--- src/rtl/bus_split.sv ---
// Single-master to N-slave splitter: registered one-cycle request, response routed back with m_ready.
// Latency 2 cycles (combinational-ready slave) to 3+ cycles; watchdog and unmapped decode end in ERR_DATA.
module bus_split #(
    parameter int                DATA_W    = 32,
    parameter int                ADDR_W    = 32,
    parameter int                N_SLAVES  = 4,
    parameter int                SEL_W     = 2,
    parameter int                TIMEOUT_W = 8,
    parameter int                TIMEOUT   = 200,
    parameter logic [DATA_W-1:0] ERR_DATA  = 32'hDEADBEEF
) (
    input  logic                         clk,
    input  logic                         rst,
    input  logic                         m_valid,
    input  logic [ADDR_W-1:0]            m_address,
    input  logic [DATA_W-1:0]            m_wdata,
    input  logic [DATA_W/8-1:0]          m_wstrb,
    output logic [DATA_W-1:0]            m_rdata,
    output logic                         m_ready,
    output logic [N_SLAVES-1:0]          s_valid,
    output logic [ADDR_W-1:0]            s_address,
    output logic [DATA_W-1:0]            s_wdata,
    output logic [DATA_W/8-1:0]          s_wstrb,
    input  logic [N_SLAVES*DATA_W-1:0]   s_rdata,
    input  logic [N_SLAVES-1:0]          s_ready,
    output logic                         err,
    output logic [SEL_W-1:0]             err_sel
);

    typedef enum logic [1:0] {ST_IDLE, ST_REQ, ST_WAIT, ST_RESP} state_t;

    localparam logic [SEL_W:0]       NS_LIM  = (SEL_W+1)'(N_SLAVES);
    localparam logic [TIMEOUT_W-1:0] TO_LAST = TIMEOUT_W'(TIMEOUT - 1);

    state_t                 r_state;
    state_t                 w_state_nxt;
    logic [SEL_W-1:0]       r_sel_q;
    logic [TIMEOUT_W-1:0]   r_timer;
    logic [ADDR_W-1:0]      r_address;
    logic [DATA_W-1:0]      r_wdata;
    logic [DATA_W/8-1:0]    r_wstrb;
    logic [DATA_W-1:0]      r_rdata;
    logic                   r_err;
    logic [SEL_W-1:0]       r_err_sel;

    logic [SEL_W-1:0]       w_m_sel;
    logic                   w_mapped;
    logic                   w_accept;
    logic                   w_capture;
    logic                   w_load_err;
    logic [SEL_W-1:0]       w_err_sel_nxt;
    logic                   w_timer_clr;
    logic                   w_timer_inc;
    logic                   w_sel_ready;
    logic [DATA_W-1:0]      w_sel_rdata;
    logic [N_SLAVES-1:0]    w_s_valid;

    assign w_m_sel  = m_address[ADDR_W-1 -: SEL_W];
    assign w_mapped = {1'b0, w_m_sel} < NS_LIM;

    // Only the selected slave's ready/rdata is ever looked at.
    always_comb begin
        w_sel_ready = 1'b0;
        w_sel_rdata = '0;
        w_s_valid   = '0;
        for (int k = 0; k < N_SLAVES; k++) begin
            if (r_sel_q == SEL_W'(k)) begin
                w_sel_ready  = s_ready[k];
                w_sel_rdata  = s_rdata[k*DATA_W +: DATA_W];
                w_s_valid[k] = (r_state == ST_REQ);
            end
        end
    end

    always_ff @(posedge clk or posedge rst) begin
        if (rst) begin
            r_state <= ST_IDLE;
        end else begin
            r_state <= w_state_nxt;
        end
    end

    always_comb begin
        w_state_nxt   = r_state;
        w_accept      = 1'b0;
        w_capture     = 1'b0;
        w_load_err    = 1'b0;
        w_err_sel_nxt = r_sel_q;
        w_timer_clr   = 1'b0;
        w_timer_inc   = 1'b0;
        case (r_state)
            ST_IDLE: begin
                if (m_valid) begin
                    w_accept = 1'b1;
                    if (w_mapped) begin
                        w_state_nxt = ST_REQ;
                    end else begin
                        w_load_err    = 1'b1;
                        w_err_sel_nxt = w_m_sel;
                        w_state_nxt   = ST_RESP;
                    end
                end
            end
            ST_REQ: begin
                if (w_sel_ready) begin
                    w_capture   = 1'b1;
                    w_state_nxt = ST_RESP;
                end else begin
                    w_timer_clr = 1'b1;
                    w_state_nxt = ST_WAIT;
                end
            end
            ST_WAIT: begin
                if (w_sel_ready) begin
                    w_capture   = 1'b1;
                    w_state_nxt = ST_RESP;
                end else if (r_timer == TO_LAST) begin
                    w_load_err  = 1'b1;
                    w_state_nxt = ST_RESP;
                end else begin
                    w_timer_inc = 1'b1;
                end
            end
            ST_RESP: begin
                w_state_nxt = ST_IDLE;
            end
            default: begin
                w_state_nxt = ST_IDLE;
            end
        endcase
    end

    // Request fields stay frozen until the next accept; slaves may decode them while ready is high.
    always_ff @(posedge clk or posedge rst) begin
        if (rst) begin
            r_address <= '0;
            r_wdata   <= '0;
            r_wstrb   <= '0;
            r_sel_q   <= '0;
            r_rdata   <= '0;
            r_timer   <= '0;
            r_err     <= 1'b0;
            r_err_sel <= '0;
        end else begin
            if (w_accept) begin
                r_address <= m_address;
                r_wdata   <= m_wdata;
                r_wstrb   <= m_wstrb;
                r_sel_q   <= w_m_sel;
            end
            if (w_capture) begin
                r_rdata <= w_sel_rdata;
            end else if (w_load_err) begin
                r_rdata <= ERR_DATA;
            end
            if (w_load_err) begin
                r_err     <= 1'b1;
                r_err_sel <= w_err_sel_nxt;
            end
            if (w_timer_clr) begin
                r_timer <= '0;
            end else if (w_timer_inc) begin
                r_timer <= r_timer + TIMEOUT_W'(1);
            end
        end
    end

    assign s_valid   = w_s_valid;
    assign s_address = r_address;
    assign s_wdata   = r_wdata;
    assign s_wstrb   = r_wstrb;
    assign m_rdata   = r_rdata;
    assign m_ready   = (r_state == ST_RESP);
    assign err       = r_err;
    assign err_sel   = r_err_sel;

endmodule

--- config.mk ---
export PLATFORM = sky130hd
export DESIGN_NAME = bus_split
export DESIGN_NICKNAME = d
export VERILOG_FILES = /design/src/rtl/bus_split.sv
export SDC_FILE = /design/constraint.sdc
export NUM_CORES = 1
export LEC_CHECK = 0
export CAP_MARGIN = 20
export CORE_AREA = 2 2 120 122
export DETAILED_ROUTE_END_ITERATION = 6
export DIE_AREA = 0 0 122 124
export DONT_BUFFER_PORTS = 1
export HOLD_SLACK_MARGIN = 0.03
export PLACE_DENSITY_LB_ADDON = 0.25
export SYNTH_ARGS = -nofsm -noshare
export SYNTH_HDL_FRONTEND = slang
export SYNTH_SLANG_ARGS = --single-unit
--- constraint.sdc ---
create_clock -name clk -period 2.9 [get_ports clk]
set_input_delay 0.145 -clock clk [delete_from_list [all_inputs] [get_ports clk]]
set_output_delay 0.145 -clock clk [all_outputs]
set_load 0.02 [all_outputs]
# ---- Word-level counts from Yosys, hierarchy flattened
# Index checks and enable logic that the tools add are counted.
dict set report totals {
  elab_cells 58
  output_inout_bits 108
  ff_bits 115
}
dict set report classes {
  muxes 33
  n_eq_ne 9
  n_reduce_logical 6
  addsub 1
}
# cell count
set ops {}
lappend ops {{32-bit two-way mux} 6}
lappend ops {{1-bit two-way mux} 21}
lappend ops {{8-bit two-way mux} 2}
lappend ops {{8-bit by 1-bit adder with 8-bit output (second input constant)} 1}
lappend ops {{2-bit == test (second input constant)} 4}
lappend ops {{8-bit == test (second input constant)} 1}
lappend ops {{2-bit one-hot mux with 4 select lines} 1}
lappend ops {{2-bit two-way mux} 3}
lappend ops {{2-bit by 1-bit == test with 1-bit output (second input constant)} 2}
lappend ops {{2-bit zero test} 2}
lappend ops {{2-bit nonzero test} 2}
lappend ops {{3-bit inequality test (second input constant)} 1}
lappend ops {{2-bit inequality test (second input constant)} 1}
lappend ops {{2-bit AND reduction} 1}
lappend ops {{2-bit OR reduction} 1}

# ---- Longest topological paths before layout
dict set report depth {
  ltp_word 9
  mapped_depth 8
}

# ---- Worst setup path before layout
# No wires, ideal clock.
dict set report synth_path {
  path_type {reg2reg}
  start {register r_sel_q[0]}
  end {register r_rdata[10] (netlist: m_rdata[10])}
  path_stages_with_launch 8
  setup_time_ns 0.121
  path_slack_ns 0.777
  arrival_ns 2.002
  cell_sequence {dfrtp_1 mux4_2 and2_1 buf_2 or2_1 buf_2 buf_6 o22a_1}
}
dict set report synth_via {
  elab_chain_cells 8
  word_cells_on_any_way 18
}
# element line_no
set synth_rtl {}
lappend synth_rtl {{start, declared} 37} ;# logic [SEL_W-1:0] r_sel_q;
lappend synth_rtl {{start signal, assigned} 149} ;# r_sel_q <= w_m_sel;
lappend synth_rtl {{2-bit zero test} 67} ;# if (r_sel_q == SEL_W'(k)) begin
lappend synth_rtl {{1-bit two-way mux (4 in series)} 67}
lappend synth_rtl {{1-bit two-way mux, on equally long branches} {105, 114}}
lappend synth_rtl {{1-bit two-way mux} n/a}
lappend synth_rtl {{32-bit two-way mux or 2-bit nonzero test (tied branches)} n/a}
lappend synth_rtl {{end signal, assigned} 152} ;# r_rdata <= w_sel_rdata;
lappend synth_rtl {{end, declared} 42} ;# logic [DATA_W-1:0] r_rdata;
# Several ways; a longest one is shown, not always the timed one.
# A chain may end at the register's enable or synchronous reset.

# ---- Final worst setup path
dict set report layout_path {
  start {register r_sel_q[0]}
  end {register r_rdata[25] (netlist: m_rdata[25])}
}
# Same word-level chain as after synthesis.

==> results.md <==
- Status: completed
- Part of the power in registers: between 40% and 50%
- Synthesized netlist cell count: 345
- Slowest library cell on the worst path: mux4_2
- Worst setup startpoint: r_sel_q[0]
- Hold slack final: about 0.091 ns
- Worst Slack Setup Final: 0.6706 ns
- Total CTS buffers: 17
- Initial Utilization: 38.15%
- Clock transition at path regs: about 0.050 ns
- Clock share of power: between 20% and 30%
- Final #Nets: between 600 and 700
- Worst hold start: s_rdata[20]
- Initial antenna violation count: 2
- Drt via density: 5.634
- Detailed placement HPWL: 10600 um
- Clock Sinks: ~110
- Via Count: around 3400
- Comb power frac: 31.3%
- Critical Path, Cell by Cell: mux4_2 -> and2_1 -> or2_1 -> buf_4 -> o22a_1
- Post-route insts no fill: between 600 and 700
- Final hold violation count: 0
- H-tree levels: 4
- Post-cts resize count: 0
- Commonest cells after routing, fill and taps aside: dfrtp_1, mux2_2, dlygate4sd3_1
- Pre-Repair DR Iteration Count: 6
- Fin crit period: ~2.2 ns
- Max cap viols: 0
- Setup-failing EPs final: 0
- Root Buffer: clkbuf_16
- CP top delay family: multiplexers
- RSZ-0062 raised after global routing: false
- Critical Path Max Stage Delay: between 0.6 and 0.7 ns
- Setup Skew: 0.008433 ns
- Largest net degree at the start of global routing: slightly below 50
- Crit path buf inv count: 1
- Slew Limit Headroom: a little under half
- Clk_lat worst skew: between 0.4 and 0.5 ns
- Peak supply drop: just over 0.0005 V
- Sw Ratio: 40.27%
- Number of global-route vias before repair: roughly 3700
- Max Root-Sink Buffers: 2
- Least-Margin Pin Slew: around 0.8 ns
- Final critical-path share of the clock period: about three quarters
- Placed Instances: about 500
- Arr. time, crit path: around 2.5 ns
- WS Path Type: register to register
- Layout area overhead: 28.62%
- Syn Nets: about 550
- Num rows: 43
- Mapped Area: about 5200 sq um
- TritonCTS clock tree: built
- Final WL: roughly 15000 um
- Overall Power: about 8.5 mW
- Syn. warnings: 0
- Pre-CTS setup slack: 0.6841 ns
- GRT Util Overall: 18.87%
- Post-CTS setup buffer count: 0
- Die height: approximately 120 um
- Layout cell share with drive strength beyond 1: between 30% and 40%
- Die width: roughly 120 um
- Iteration-0 DRC Markers: between 100 and 150
- RePlAce Congestion: slightly above 0.8
- Switching power: ~3.4 mW
- Port Buffers: 0
- Max Fclk: about 450 MHz
- Worst r2r src: r_sel_q[0]
- Core Region: between 10000 and 15000 sq um
- Cell variety after synth: 37
- Power per cell area: approximately 1300 nW/um^2
- First-pass GRT wire length: between 20000 and 25000 um
- Drc violations: 0
- Syn avg cell area: between 15 and 20 sq um
- Internal power: 5.062 mW
- Final setup TNS: 0 ns
- DRT antenna net count: 0
- Max-slew violations: 0
- Min-delay worst type: primary input to register
- Static Leak: ~2.7 nW
- Grt ovf: 0
- Startpoint types: register
- Yosys reg bits: around 110
- Commonest non-fill, non-tap cell in the layout: dfrtp_1
- Register area share after synthesis: between 50% and 60%
- WL per Instance: between 20 and 25 um
- Crit Path Max Fanout: 24
- Crit end category: register
- Io pins: about 310
- # hold bufs at CTS: 70
- Worst Path Required: 3.18 ns
- Die Area: between 15000 and 20000 sq um
per-stage QoR:
stage	util, %	instance area [sq um]
floorplan	-	5238
global placement	39.61	5434
detailed placement	39.61	5434
CTS	48.88	6706
global route	49.07	6731
finish	49.07	6731
state kept, by name, indices dropped and copies added (netlist names):
| register | cells |
|---|---|
| m_rdata | 32 |
| s_wdata | 32 |
| s_address | 31 |
| r_timer | 8 |
| s_wstrb | 4 |
| err_sel | 2 |
| r_state | 2 |
| err | 1 |
| r_sel_q | 1 |
cell usage after synthesis, drive strengths merged:
| cell type | count | area, sq um |
|---|---|---|
| dfrtp | 113 | 2828 |
| mux2 | 71 | 799.5 |
| mux4 | 33 | 743.2 |
| o22a | 24 | 210.2 |
| buf | 15 | 78.83 |
| clkbuf | 10 | 37.54 |
| nand2 | 10 | 37.54 |
| a22o | 8 | 70.07 |
| o21ai | 7 | 35.03 |
| ha | 6 | 75.07 |
| inv | 6 | 22.52 |
| nor2 | 6 | 22.52 |
| or4 | 4 | 30.03 |
| mux2i | 3 | 30.03 |
| nand3 | 3 | 15.01 |
| o211ai | 3 | 22.52 |
| or2 | 3 | 18.77 |
| and3 | 2 | 12.51 |
| nand4 | 2 | 12.51 |
| nor4 | 2 | 25.02 |
| a21boi | 1 | 7.510 |
| a311oi | 1 | 8.760 |
| a31oi | 1 | 6.260 |
| a41oi | 1 | 8.760 |
| and2 | 1 | 6.260 |
| and4 | 1 | 8.760 |
| nand4b | 1 | 8.760 |
| nor3 | 1 | 5.000 |
| nor3b | 1 | 7.510 |
| o22ai | 1 | 6.260 |
| o41ai | 1 | 8.760 |
| or3 | 1 | 6.260 |
| or3b | 1 | 8.760 |
| or4b | 1 | 10.01 |
path summary, 6_finish.rpt:
kind	depth (start not counted)	to	slack (ns)
max	5	m_rdata[25]	0.67
min	2	m_rdata[20]	0.09
max reg2reg	5	m_rdata[25]	0.67
min reg2reg	1	r_timer[6]	0.55
max in group asynchronous	4	m_rdata[25]	1.95
min in group asynchronous	2	r_timer[5]	0.15
power groups by stage:
stage | combinational, mW | sequential (mW) | clock (mW)
5_1_grt | 2.90 | 3.91 | 2.12
2_1_floorplan | 2.22 | 3.63 | 0
6_report | 2.65 | 3.84 | 1.99
4_1_cts | 2.68 | 3.83 | 2.03
3_5_place_dp | 2.59 | 3.85 | 0
3_3_place_gp | 2.48 | 3.83 | 0
area by class of cell:
cell class	count	area, sq um
fill	1179	6988
clock inverter	13	138.9
multi-input combinational	201	2275
sequential	113	2830
tap	180	225.2
antenna	2	5.005
timing repair buffer	78	798.3
inverter	6	26.28
clock buffer	19	432.9
worst reg2reg max path, delay by kind of cell (launching register included):
family,cells,cell delay [ns]
compound gates,1,0.24
mux,1,0.68
buf+inv,1,0.21
simple gates,2,0.62
flops,1,0.36
per-layer routing:
| layer | up-vias | wire length (um) | track usage (%) |
|---|---|---|---|
| met1 | 1758 | 5133 | 20.17 |
| met2 | 193 | 7889 | 32.96 |
| met5 | - | 0 | 0 |
| met4 | 0 | 204 | 8.046 |
| li1 | 1479 | - | - |
| met3 | 18 | 1445 | 7.784 |
cell families after synthesis:
group                    Yosys count  synth area share, %
AO/OA/AOI/OAI                     48                7.339
AND/OR/NAND/NOR                   40                4.494
buffers and inverters             31                2.654
multiplexers                     107                30.05
flip-flops                       113                54.03
adder cells (fa/ha/maj)            6                1.434
(Power assumes the default switching activity.)
